File: src/rtl/vec_weight_acc.sv
// Two-stage Hamming-weight accumulator: popcounts each sub-vector beat and sums
// SUB_VEC_NO beats into one weight per vector, with a stall-aware output register.
module vec_weight_acc #(
  parameter int BUS_WIDTH    = 128,
  parameter int VECTOR_WIDTH = 920,
  parameter int VEC_ID_WIDTH = 8,
  parameter int SUB_VEC_NO   = (VECTOR_WIDTH + BUS_WIDTH - 1) / BUS_WIDTH,
  parameter int WEIGHT_WIDTH = $clog2(SUB_VEC_NO * BUS_WIDTH + 1)
) (
  input  logic                    clk,
  input  logic                    rstn,
  input  logic [BUS_WIDTH-1:0]    up_Vector,
  input  logic [VEC_ID_WIDTH-1:0] up_VecID,
  input  logic                    up_Valid,
  input  logic                    up_Last,
  output logic                    up_Ready,
  output logic [WEIGHT_WIDTH-1:0] dn_Weight,
  output logic [VEC_ID_WIDTH-1:0] dn_VecID,
  output logic                    dn_Valid,
  output logic                    dn_Last,
  input  logic                    dn_Ready,
  output logic                    err_IDMismatch
);

  localparam int COUNT_WIDTH = $clog2(BUS_WIDTH + 1);
  localparam int BEAT_WIDTH  = (SUB_VEC_NO > 1) ? $clog2(SUB_VEC_NO) : 1;
  localparam logic [BEAT_WIDTH-1:0] LAST_BEAT = BEAT_WIDTH'(SUB_VEC_NO - 1);

  logic                    en;
  logic [COUNT_WIDTH-1:0]  beat_pop;

  logic                    s1_valid;
  logic [COUNT_WIDTH-1:0]  s1_count;
  logic [VEC_ID_WIDTH-1:0] s1_id;
  logic                    s1_last;

  logic [BEAT_WIDTH-1:0]   beat_cnt;
  logic [WEIGHT_WIDTH-1:0] acc;
  logic [VEC_ID_WIDTH-1:0] cap_id;
  logic                    cap_last;

  logic                    step;
  logic                    first_beat;
  logic                    final_beat;
  logic [WEIGHT_WIDTH-1:0] count_ext;
  logic [WEIGHT_WIDTH-1:0] sum;
  logic [VEC_ID_WIDTH-1:0] vec_id;
  logic                    vec_last;

  // The whole pipeline advances only when the output register can take a new result.
  assign en       = !(dn_Valid && !dn_Ready);
  assign up_Ready = en;

  always_comb begin
    beat_pop = '0;
    for (int i = 0; i < BUS_WIDTH; i++) begin
      beat_pop = beat_pop + COUNT_WIDTH'(up_Vector[i]);
    end
  end

  assign step       = en && s1_valid;
  assign first_beat = (beat_cnt == '0);
  assign final_beat = (beat_cnt == LAST_BEAT);
  assign count_ext  = WEIGHT_WIDTH'(s1_count);
  assign sum        = first_beat ? count_ext : acc + count_ext;
  assign vec_id     = first_beat ? s1_id : cap_id;
  assign vec_last   = s1_last | (!first_beat && cap_last);

  always_ff @(posedge clk or negedge rstn) begin
    if (!rstn) begin
      s1_valid <= 1'b0;
      s1_count <= '0;
      s1_id    <= '0;
      s1_last  <= 1'b0;
    end else if (en) begin
      s1_valid <= up_Valid;
      s1_count <= beat_pop;
      s1_id    <= up_VecID;
      s1_last  <= up_Last;
    end
  end

  always_ff @(posedge clk or negedge rstn) begin
    if (!rstn) begin
      beat_cnt <= '0;
      acc      <= '0;
      cap_id   <= '0;
      cap_last <= 1'b0;
    end else if (step) begin
      acc      <= sum;
      cap_id   <= vec_id;
      cap_last <= vec_last;
      beat_cnt <= final_beat ? '0 : beat_cnt + BEAT_WIDTH'(1);
    end
  end

  // A result is held until taken; dn_Valid drops on handshake unless the next one lands.
  always_ff @(posedge clk or negedge rstn) begin
    if (!rstn) begin
      dn_Valid  <= 1'b0;
      dn_Weight <= '0;
      dn_VecID  <= '0;
      dn_Last   <= 1'b0;
    end else if (en) begin
      dn_Valid <= step && final_beat;
      if (step && final_beat) begin
        dn_Weight <= sum;
        dn_VecID  <= vec_id;
        dn_Last   <= vec_last;
      end
    end
  end

  always_ff @(posedge clk or negedge rstn) begin
    if (!rstn) begin
      err_IDMismatch <= 1'b0;
    end else if (step && !first_beat && (s1_id != cap_id)) begin
      err_IDMismatch <= 1'b1;
    end
  end

endmodule

File: config.mk
export PLATFORM = sky130hd
export DESIGN_NAME = vec_weight_acc
export DESIGN_NICKNAME = d
export VERILOG_FILES = /design/src/rtl/vec_weight_acc.sv
export SDC_FILE = /design/constraint.sdc
export NUM_CORES = 1
export LEC_CHECK = 0
export ABC_CLOCK_PERIOD_IN_PS = 2000
export CAP_MARGIN = 10
export CORE_MARGIN = 2
export CORE_UTILIZATION = 46
export DETAILED_ROUTE_END_ITERATION = 8
export PLACE_DENSITY = 0.83
export SETUP_SLACK_MARGIN = 0.2
export SLEW_MARGIN = 20
export SYNTH_ARGS = -nofsm -noshare
export SYNTH_HDL_FRONTEND = slang
export SYNTH_SLANG_ARGS = --single-unit
File: constraint.sdc
create_clock -name clk -period 2 [get_ports clk]
set_input_delay 0.5 -clock clk [delete_from_list [all_inputs] [get_ports clk]]
set_output_delay 0.5 -clock clk [all_outputs]
set_load 0.02 [all_outputs]
---- Word-level counts from Yosys, hierarchy flattened ----
Index checks and enable logic that the tools add are counted.
operators by class
  $add $sub $neg .......................... 129
  $mul .................................... 0
  div/mod/pow operators ................... 0
  magnitude comparators ................... 0
  equal/unequal tests ..................... 2
  shift operators ......................... 0
  mux-type cells .......................... 3
  bitwise gates (word level) .............. 2
  reduce and logical (&&, ||, !) cells .... 11
operator list
  operator                                      number
  adder 8 x 1 -> 8 bit                          120
  adder 11 x 8 -> 11 bit                        1
  2-to-1 mux 11 bit                             1
  adder 7 x 1 -> 8 bit                          1
  2-to-1 mux 8 bit                              1
  != test 8 bit                                 1
  adder 6 x 1 -> 7 bit                          1
  adder 5 x 1 -> 6 bit                          1
  logical AND 1 bit                             6
  adder 4 x 1 -> 5 bit                          1
  adder 3 x 1 -> 4 bit                          1
  adder 2 x 1 -> 3 bit                          1
  adder 3 x 1 -> 3 bit (second input constant)  1
  == test 3 bit (second input constant)         1
  zero test 1 bit                               3
  zero test 3 bit                               1
  2-to-1 mux 3 bit                              1
  adder 1 x 1 -> 2 bit                          1
  AND reduction 2 bit                           1
  inverter 1 bit                                1
  bitwise OR 1 bit                              1
storage, ports and cells
  register bits ........................... 63
  latch bits .............................. 0
  bits in writable memories ............... 0
  memory bits (read-only) ................. 0
  output and inout port bits .............. 23
  memories kept ........................... 0

---- Depth between registers and ports, before layout ----
  word-level depth ........................ 127
  gate-level depth with buffers ........... 26
  gate-level depth less buffers ........... 26

---- Least setup slack after synthesis ----
Ideal clock, no wire load.
  kind .................................... input to register
  from .................................... input port up_Vector[113]
  to ...................................... register s1_count[6]
  setup time .............................. 116 ps
  arrival ................................. 6745 ps
  path slack .............................. -4861 ps
  stages .................................. 25
  buffers on the path ..................... 0
  path through ............................ inv_1 -> fa_1 -> inv_1 -> fa_1 -> fa_1 -> inv_1 -> fa_1 -> fa_1 -> inv_1 -> fa_1 -> inv_1 -> fa_1 -> inv_1 -> fa_1 -> inv_1 -> fa_1 -> fa_1 -> inv_1 -> ha_1 -> inv_1 -> fa_1 -> nor2b_1 -> o31a_1 -> o21ai_0 -> o311ai_0
between the ends
  longest elaborated chain between the ends .. 15
RTL lines
  element                             line  RTL
  start, declared                     12    input logic [BUS_WIDTH-1:0] up_Vector,
  adder 8 x 1 -> 8 bit (15 in a row)  57    beat_pop = beat_pop + COUNT_WIDTH'(up_Vector[i]);
  end signal, assigned                77    s1_count <= beat_pop;
  end, declared                       33    logic [COUNT_WIDTH-1:0] s1_count;
Every way passes these cells.
A chain may end at the register's enable or synchronous reset.

---- Worst setup path in the final report ----
  from .................................... input port up_Vector[47]
  to ...................................... register s1_count[6]
between the ends
  longest elaborated chain between the ends .. 81
RTL lines
  element                             line
  adder 8 x 1 -> 8 bit (81 in a row)  57
Every way passes these cells.

==> impl_metrics.py <==
metrics = {
    "run_status": {
        "outcome": "finished, violations left",
        "violations": "negative setup slack",
    },
    "critical_path": {
        "crit_fanout": 2,
        "startpoint_type": "primary input",
        "end_kind": "flip-flop",
        "reg2reg_to": "acc[8]",
        "r2r_cells": 8,
        "path_class": "primary input to flip-flop",
        "reg2reg_slack_ps": 50,
        "arrival_ps": 7060,
        "regToRegStartpoint": "acc[0]",
        "worstPathRequired_ps": 2210,
    },
    "grt": {
        "grt_overflow": 0,
        "grtUsageTotal": 0.199,
        "antenna_found_initial": 0,
        "grt_max_degree": 30,
        "grt_pass1_wl_mm": 23.5,
        "grt_pass1_vias": 5367,
    },
    "clock_tree": {
        "htreeDepth": 3,
        "cts_tree": "yes",
        "cts_hold_buffers": 0,
        "clock_path_buffers": 2,
        "clk_latency_ps": 330,
        "cts_buffers": 9,
        "root_buffer": "clkbuf_16",
        "path_clk_slew_ps": 50,
        "cts_sinks": 63,
    },
    "drt": {
        "dr.pass1.iters": 4,
        "wl_per_cell_um": 13.5,
        "vias_per_cell": 4.73,
        "drc": 0,
        "num_vias": 4949,
        "antenna_left": 0,
        "wl_mm": 14.2,
        "drt_iter0_markers": 137,
    },
    "min_path": {
        "hold_class": "primary input to asynchronous set/reset pin",
    },
    "placement": {
        "place.gp.congestion": 0.839,
        "dp.cells": 1022,
        "dpl.hpwl_mm": 12.2,
        "dpl_cell_area_um2": 8570,
        "port_buffers": 163,
    },
    "cells_and_area": {
        "final_nets": 1155,
        "layout_common_cells": "inv_1, fa_1, nand2_1",
        "area_delta_synth_final_pct": 36.9,
        "num_antenna_cells": 0,
        "mostFrequentLayoutCell": "inv_1",
        "design_area_um2": 8950,
        "drive_above_1_share": 0.212,
        "fin_cells": 1047,
    },
    "synth": {
        "async_reset_ff_frac": 1.00,
        "avgSynthCellArea_um2": 9.79,
        "synth-seq-area-share": 0.241,
        "synth_fp_nets": 961,
        "synth_cells": 668,
        "ys_seq_elements": 63,
        "syn_area_um2": 6540,
        "yosys_warnings": 0,
        "synth.distinct_cells": 46,
        "synth_ff_type": "dfrtp_1",
        "synth_edf_count": 0,
    },
    "timing": {
        "setup_slack_ps": -4850,
        "fin_crit_sh": 3.42,
        "maxSlewViolCount": 0,
        "hold_violations": 0,
        "fin_crit_ps": 6850,
        "skew_ps": 6.80,
        "rsz0062_at_grt": "yes",
        "tightest_slew_ps": 600,
        "setup_tns_ps": -36280,
        "finalSetupViolCount": 8,
        "max-slew-margin-rel": 0.600,
        "fmax_mhz": 146,
    },
    "floorplan": {
        "initial_utilization": 0.471,
        "die_x_um": 123,
        "io_pins": 164,
        "die_y_um": 123,
        "rows": 43,
        "core_um2": 13900,
        "die_area_um2": 15200,
    },
    "run": {
        "cap_violations": 0,
    },
}
==> final cells by class <==
cell class | instances | area, um2
fill | 1115 | 4930
multi-input combinational | 390 | 4350
timing repair buffer | 197 | 1740
sequential | 63 | 1580
inverter | 201 | 769
clock buffer | 12 | 246
tap | 180 | 225
clock inverter | 4 | 45.0
==> Yosys cell counts (2+ instances only) <==
library cell | number | share of area
a211oi_1 | 2 | 0.0023
a211oi_2 | 2 | 0.0038
a21oi_1 | 18 | 0.014
a31oi_1 | 11 | 0.011
and3_1 | 3 | 0.0029
buf_2 | 6 | 0.0046
buf_6 | 2 | 0.0034
clkbuf_1 | 5 | 0.0029
dfrtp_1 | 63 | 0.24
fa_1 | 116 | 0.36
ha_1 | 36 | 0.069
inv_1 | 200 | 0.11
mux2_2 | 8 | 0.014
mux2i_1 | 4 | 0.0061
nand2_1 | 84 | 0.048
nand2_4 | 2 | 0.0034
nand2b_1 | 2 | 0.0019
nand3_1 | 3 | 0.0023
nand4_1 | 2 | 0.0019
nor2_1 | 21 | 0.012
nor2b_1 | 3 | 0.0029
o211ai_1 | 3 | 0.0034
o21ai_0 | 22 | 0.017
o21ai_1 | 4 | 0.0031
o21bai_1 | 2 | 0.0023
o31ai_1 | 4 | 0.0046
or3_1 | 4 | 0.0038
xnor2_1 | 11 | 0.015
xor2_1 | 8 | 0.011
==> timing repair <==
action	4_1_cts	5_1_grt
endpoints found under the setup margin	34	40
resized for setup	236	65
pin swaps	52	27
setup buffers	8	1
==> worst max-delay path: stages <==
cell and delay (ps):
buf_6 90, fa_1 530, inv_1 50, fa_1 470, fa_1 510, inv_1 50, fa_1 510, inv_2 40
fa_1 490, inv_1 50, fa_1 530, fa_2 450, fa_1 500, inv_1 50, fa_1 500, fa_1 420
inv_2 70, ha_4 120, inv_2 30, fa_2 370, nor2b_4 140, o31a_1 150, o21ai_1 90, o311ai_1 300
==> kinds of logic after synthesis <==
family | count (synthesis) | synth area share
XOR/XNOR | 19 | 0.0254
flip-flops | 63 | 0.241
buffers and inverters | 215 | 0.128
adder cells (fa/ha/maj) | 152 | 0.424
AND/OR/NAND/NOR | 130 | 0.0874
multiplexers | 12 | 0.0199
AO/OA/AOI/OAI | 77 | 0.0740
==> worst max path at each step <==
stage                         from     endpoint  cells past startpoint
finish               up_Vector[47]  s1_count[6]                     24
global placement     up_Vector[77]  s1_count[6]                     27
floorplan           up_Vector[119]  s1_count[6]                     26
detailed placement  up_Vector[113]  s1_count[6]                     22
CTS                  up_Vector[29]  s1_count[6]                     24
global route        up_Vector[109]  s1_count[6]                     24
==> metal layers <==
metal / global-route usage / share of wire / wire (um)
met1: 0.207 / 0.35 / 4960
met2: 0.397 / 0.57 / 8140
met3: 0.0494 / 0.061 / 872
met4: 0.0462 / 0.014 / 199
met5: 0 / 0 / 0
==> flip-flops by register name, indices dropped and copies added, names as in the netlist <==
signal          count
cap_last            1
err_IDMismatch      1
cap_id              8
s1_count            8
s1_valid            1
dn_Weight          11
dn_VecID            8
acc                11
s1_last             1
dn_Last             1
beat_cnt            3
dn_Valid            1
s1_id               8
==> metrics by stage <==
stage | utilization | hold WS, ps | setup slack, ps
global placement | 0.617 | 463 | -5380
CTS | 0.638 | 187 | -4800
finish | 0.645 | 171 | -4850
floorplan | - | 204 | -4710
detailed placement | 0.617 | 467 | -5550
global route | 0.645 | 210 | -5000
Power is left out: the tool's default activity adds up to more than one toggle a clock period on the data nets, which glitch-free logic cannot reach.
==> patch 1: new RTL, same settings <==
Set the parameter `VEC_ID_WIDTH` to 7 (it was 8).
--- a/src/rtl/vec_weight_acc.sv
+++ b/src/rtl/vec_weight_acc.sv
@@ -5,3 +5,3 @@
   parameter int VECTOR_WIDTH = 920,
-  parameter int VEC_ID_WIDTH = 8,
+  parameter int VEC_ID_WIDTH = 7,
   parameter int SUB_VEC_NO   = (VECTOR_WIDTH + BUS_WIDTH - 1) / BUS_WIDTH,
Interface: changed (resized dn_VecID and up_VecID); port bits go from 164 to 162. The function was not compared with the original's and may differ.
==> patch 1 against the original RTL <==
Sequential cell count is 3 lower. Setup slack improved by 0.040 ns. Wire length up 0.33%. Design area is essentially flat. Synthesized area fell by 2.1%. The run still ends with negative setup slack left. Worst hold slack got worse by 0.076 ns. Non-clock buffer count is 4 higher.
Power is left out: the tool's default activity adds up to more than one toggle a clock period on the data nets, which glitch-free logic cannot reach.
==> patch 1: results (changes against the original RTL) <==
worst skew pair latency 0.33 ns (about the same); slowest stage cell on the critical path fa_1; status finished with violations; sequential share of the synthesized area 23.5% (-0.65 points); violations in the final reports negative setup slack; syn nets 938 (-2.4%); crit path launch up_Vector[75]; vias in the first global route 5,465 (+1.8%); Async SR Flop Fraction 100% (unchanged); DR vias 4,870 (-1.6%); Main synth FF type dfrtp_1; DR WL/cell 13.8 um (+2.0%); Unique masters post-synth 45 (-2.2%); largest registers acc: 11 flops, dn_Weight: 11 flops, s1_count: 8 flops; YS warnings 0 (unchanged); pin count of the biggest net entering global routing 26 (-13%); drt drc 0 (unchanged); DRT Pass-1 Iters 4 (unchanged); first-pass GRT wire length 24,100 um (+2.5%); Max Clock Skew 0.00434 ns (-0.00246 ns); DP Area 0.00847 sq mm (-1.1%); crit path capture s1_count[2]; crit-path max FO 2 (unchanged); drt total wl 14,200 um (+0.33%); Reg clk slew, reported paths 0.05 ns (about the same); pre-CTS setup slack -5.52 ns (+0.0384 ns); setup tns final -36.97 ns (-0.690 ns); Crit path largest cell delay between 0.5 and 0.6 ns; global-route usage over all layers 20.5% (+0.54 points); R2R Setup Slk -0.08 ns (-0.13 ns); reg-to-reg startpoint acc[0]; Register-to-Register Path Depth 8 (unchanged); Worst-Margin Slew 0.403 ns (-0.198 ns); layout cells sized above 1 18.2% (-3.0 points); syn avg cell area 9.91 sq um (+1.2%); worst hold slack 0.0949 ns (-0.0757 ns); Area contributors post-synth fa_1 (36%), dfrtp_1 (23%), inv_1 (12%); GPL Wtd Cong 0.830 (-1.1%); nets@finish 1,137 (-1.6%); final setup fails 10 (+2); CTS H-tree lvls 3 (unchanged); final worst slack -4.81 ns (+0.0396 ns); Commonest cells post-synth inv_1 (197), fa_1 (116), nand2_1 (75); port bufs 161 (-1.2%); post-detail-place hpwl 11,600 um (-5.0%); reg-to-reg endpoint acc[8]; Iteration-0 DRC Markers 142 (+3.6%); Cells after DPL 1,004 (-1.8%); CP top delay family adder cells; HP Class input port to async pin
[patch 1: changes by cell type in the layout (fill, tap and decap cells not counted), sizes merged, moves of 4 or more]
cell	change
nand2	-10
buf	-12
xnor2	-5
mux2i	+7
clkdlybuf4s50	+7
dlygate4sd2	+8
a31oi	-9
nor2	-10
o21ai	+10
clkdlybuf4s15	+5
dlymetal6s2s	-4
[patch 1: cells by family (layout without fill, tap and decap cells)]
group / after synthesis / in the layout / synth area share (%)
buffers and inverters: 211 / 415 / 12.9
AOI/OAI and AO/OA: 77 / 77 / 7.45
DFF: 60 / 60 / 23.5
muxes: 19 / 19 / 3.13
and+or+nand+nor: 112 / 112 / 7.66
adders and majority gates: 152 / 152 / 43.3
xor gates and xnor gates: 15 / 15 / 2.05
[patch 1: worst register-to-register path, cell delays in order (launching register included)]
cell,delay [ns]
dfrtp_1,0.40
ha_4,0.18
inv_2,0.04
fa_2,0.34
nand2b_4,0.17
a211oi_4,0.33
o21ai_2,0.12
or3_1,0.32
o21ai_1,0.10
[patch 1: what timing repair did]
| action | in CTS | in global routing |
|---|---|---|
| gates resized for setup | 156 | 68 |
| pin swaps | 61 | 45 |
| setup endpoints to repair | 43 | 35 |
| buffers inserted | 4 | 6 |
[patch 1: routing by layer]
layer  up-vias  share of wire [%]  global-route usage [%]
met5         -                  0                       0
met4         0                2.2                    5.82
met3        24                5.2                    4.12
met2       137                 58                    40.5
met1      2398                 34                    21.7
li1       2311                  -                       -
[patch 1: cell type report]
type	count	area, sq um
inverter	198	753
tap	180	225
clock buffer	12	256
timing repair buffer	201	1870
multi-input combinational	375	4300
clock inverter	4	47.5
sequential	60	1510
fill	1052	4770
==> patch 2: new RTL, config.mk and constraints unchanged <==
Without the edit above. Reset style: synchronous (`rstn`), changed in 4 clocked blocks.
--- a/src/rtl/vec_weight_acc.sv
+++ b/src/rtl/vec_weight_acc.sv
@@ -68,3 +68,3 @@
 
-  always_ff @(posedge clk or negedge rstn) begin
+  always_ff @(posedge clk) begin
     if (!rstn) begin
@@ -82,3 +82,3 @@
 
-  always_ff @(posedge clk or negedge rstn) begin
+  always_ff @(posedge clk) begin
     if (!rstn) begin
@@ -97,3 +97,3 @@
   // A result is held until taken; dn_Valid drops on handshake unless the next one lands.
-  always_ff @(posedge clk or negedge rstn) begin
+  always_ff @(posedge clk) begin
     if (!rstn) begin
@@ -113,3 +113,3 @@
 
-  always_ff @(posedge clk or negedge rstn) begin
+  always_ff @(posedge clk) begin
     if (!rstn) begin
Check against the original RTL: differs if rstn is asserted again (counterexample within 4 cycles, from zero or initial values and one cycle with rstn low); with rstn held inactive, the same outputs for 4 cycles.
==> patch 2 against the original RTL <==
Wire length rose by 4.9%. Largest cell class unchanged. Count of clock-buffer cells in the layout fell by 2. Setup slack improved by 0.057 ns. Critical path depth fell by 2. Design area fell by 0.42%. The flow still finishes with violations (negative setup slack). Synthesized area fell by 2.2%. Via count rose by 6.3%. Sequential cell count did not move. Sequential share of layout area fell by 3.4 points.
Power is not shown: default switching activity piles up to over one toggle a cycle in this logic, so the estimate is an artifact.
==> patch 2: results (changes against the original RTL) <==
Unique masters post-synth 50 (+8.7%); fill count 1,085 (-2.7%); arrival time worst endpoint 7.00 ns (-0.06 ns); final worst slack -4.79 ns (+0.0570 ns); crit path launch up_Vector[0]; Post-Syn Instances 706 (+5.7%); Main synth FF type dfxtp_1; final setup fails 8 (unchanged); status finished with violations; violations in the final reports negative setup slack; vias in the first global route 5,583 (+4.0%); reg-to-reg startpoint s1_count[0]; Async SR Flop Fraction 0% (-100 points); GPL Wtd Cong 0.832 (-0.93%); DP Area 0.00850 sq mm (-0.75%); mux share of post-synthesis cell area 0.626% (-1.4 points); HP Class flop to flop; vias per inst 4.86 (+2.8%); Iteration-0 DRC Markers 244 (+78%); Commonest cells post-synth inv_1 (197), fa_1 (116), nand2_1 (68); Final Instance Count excl. Fillers 1,083 (+3.4%); Max-slew headroom 74.3% (+14 points); fraction of the mapped netlist area in adder cells 43.3% (+0.95 points); crit-path max FO 3 (+1); DR WL/cell 13.7 um (+1.4%); pre-CTS setup slack -5.59 ns (-0.0391 ns); first-pass GRT wire length 24,700 um (+5.0%); sequential share of the synthesized area 19.7% (-4.4 points); syn nets 999 (+4.0%); global-route usage over all layers 21.0% (+1.0 points); Area contributors post-synth fa_1 (36%), dfxtp_1 (20%), inv_1 (12%)
-- patch 2: through the flow --
step	utilization (%)	TNS (ns)
after floorplan	-	-36.66
after global placement	62.0	-43.65
after detailed placement	62.0	-45.23
after CTS	63.8	-37.00
after global routing	65.0	-38.70
final	65.0	-37.08
-- patch 2: worst paths after layout --
check / slack (ns) / endpoint / depth (start not counted)
worst max-delay path: -4.79 / s1_count[2] / 22
worst min register to register: 0.46 / dn_Weight[1] / 2
worst max register to register: 0.02 / acc[8] / 8
worst min-delay path: 0.46 / dn_Weight[1] / 2
-- patch 2: metal layers --
layer	global-route usage, %	vias to the layer above	share of wire (%)
met4	5.03	0	1.1
met3	4.68	13	7.0
met1	23.7	2546	37
met2	39.9	161	55
li1	-	2543	-
met5	0	-	0
-- patch 2: layout make-up --
| cell class | instances | area (sq um) | share of cell area (%) |
|---|---|---|---|
| timing repair buffer | 206 | 1860 | 20.9 |
| sequential | 63 | 1260 | 14.2 |
| clock buffer | 10 | 229 | 2.57 |
| inverter | 198 | 744 | 8.35 |
| multi-input combinational | 420 | 4500 | 50.5 |
| clock inverter | 6 | 85.1 | 0.954 |
| tap | 180 | 225 | 2.53 |
-- patch 2: what timing repair did --
action,CTS,global route
endpoints found under the setup margin,21,33
pin swaps,55,22
resized for setup,185,42
buffers inserted,6,3
hold buffers,0,0
-- patch 2: cells by family after synthesis --
kind of cell             Yosys count
AND/OR/NAND/NOR                  143
XOR/XNOR                          15
multiplexers                       4
buffers and inverters            223
AO/OA/AOI/OAI                    106
flip-flops                        63
adder cells (fa/ha/maj)          152
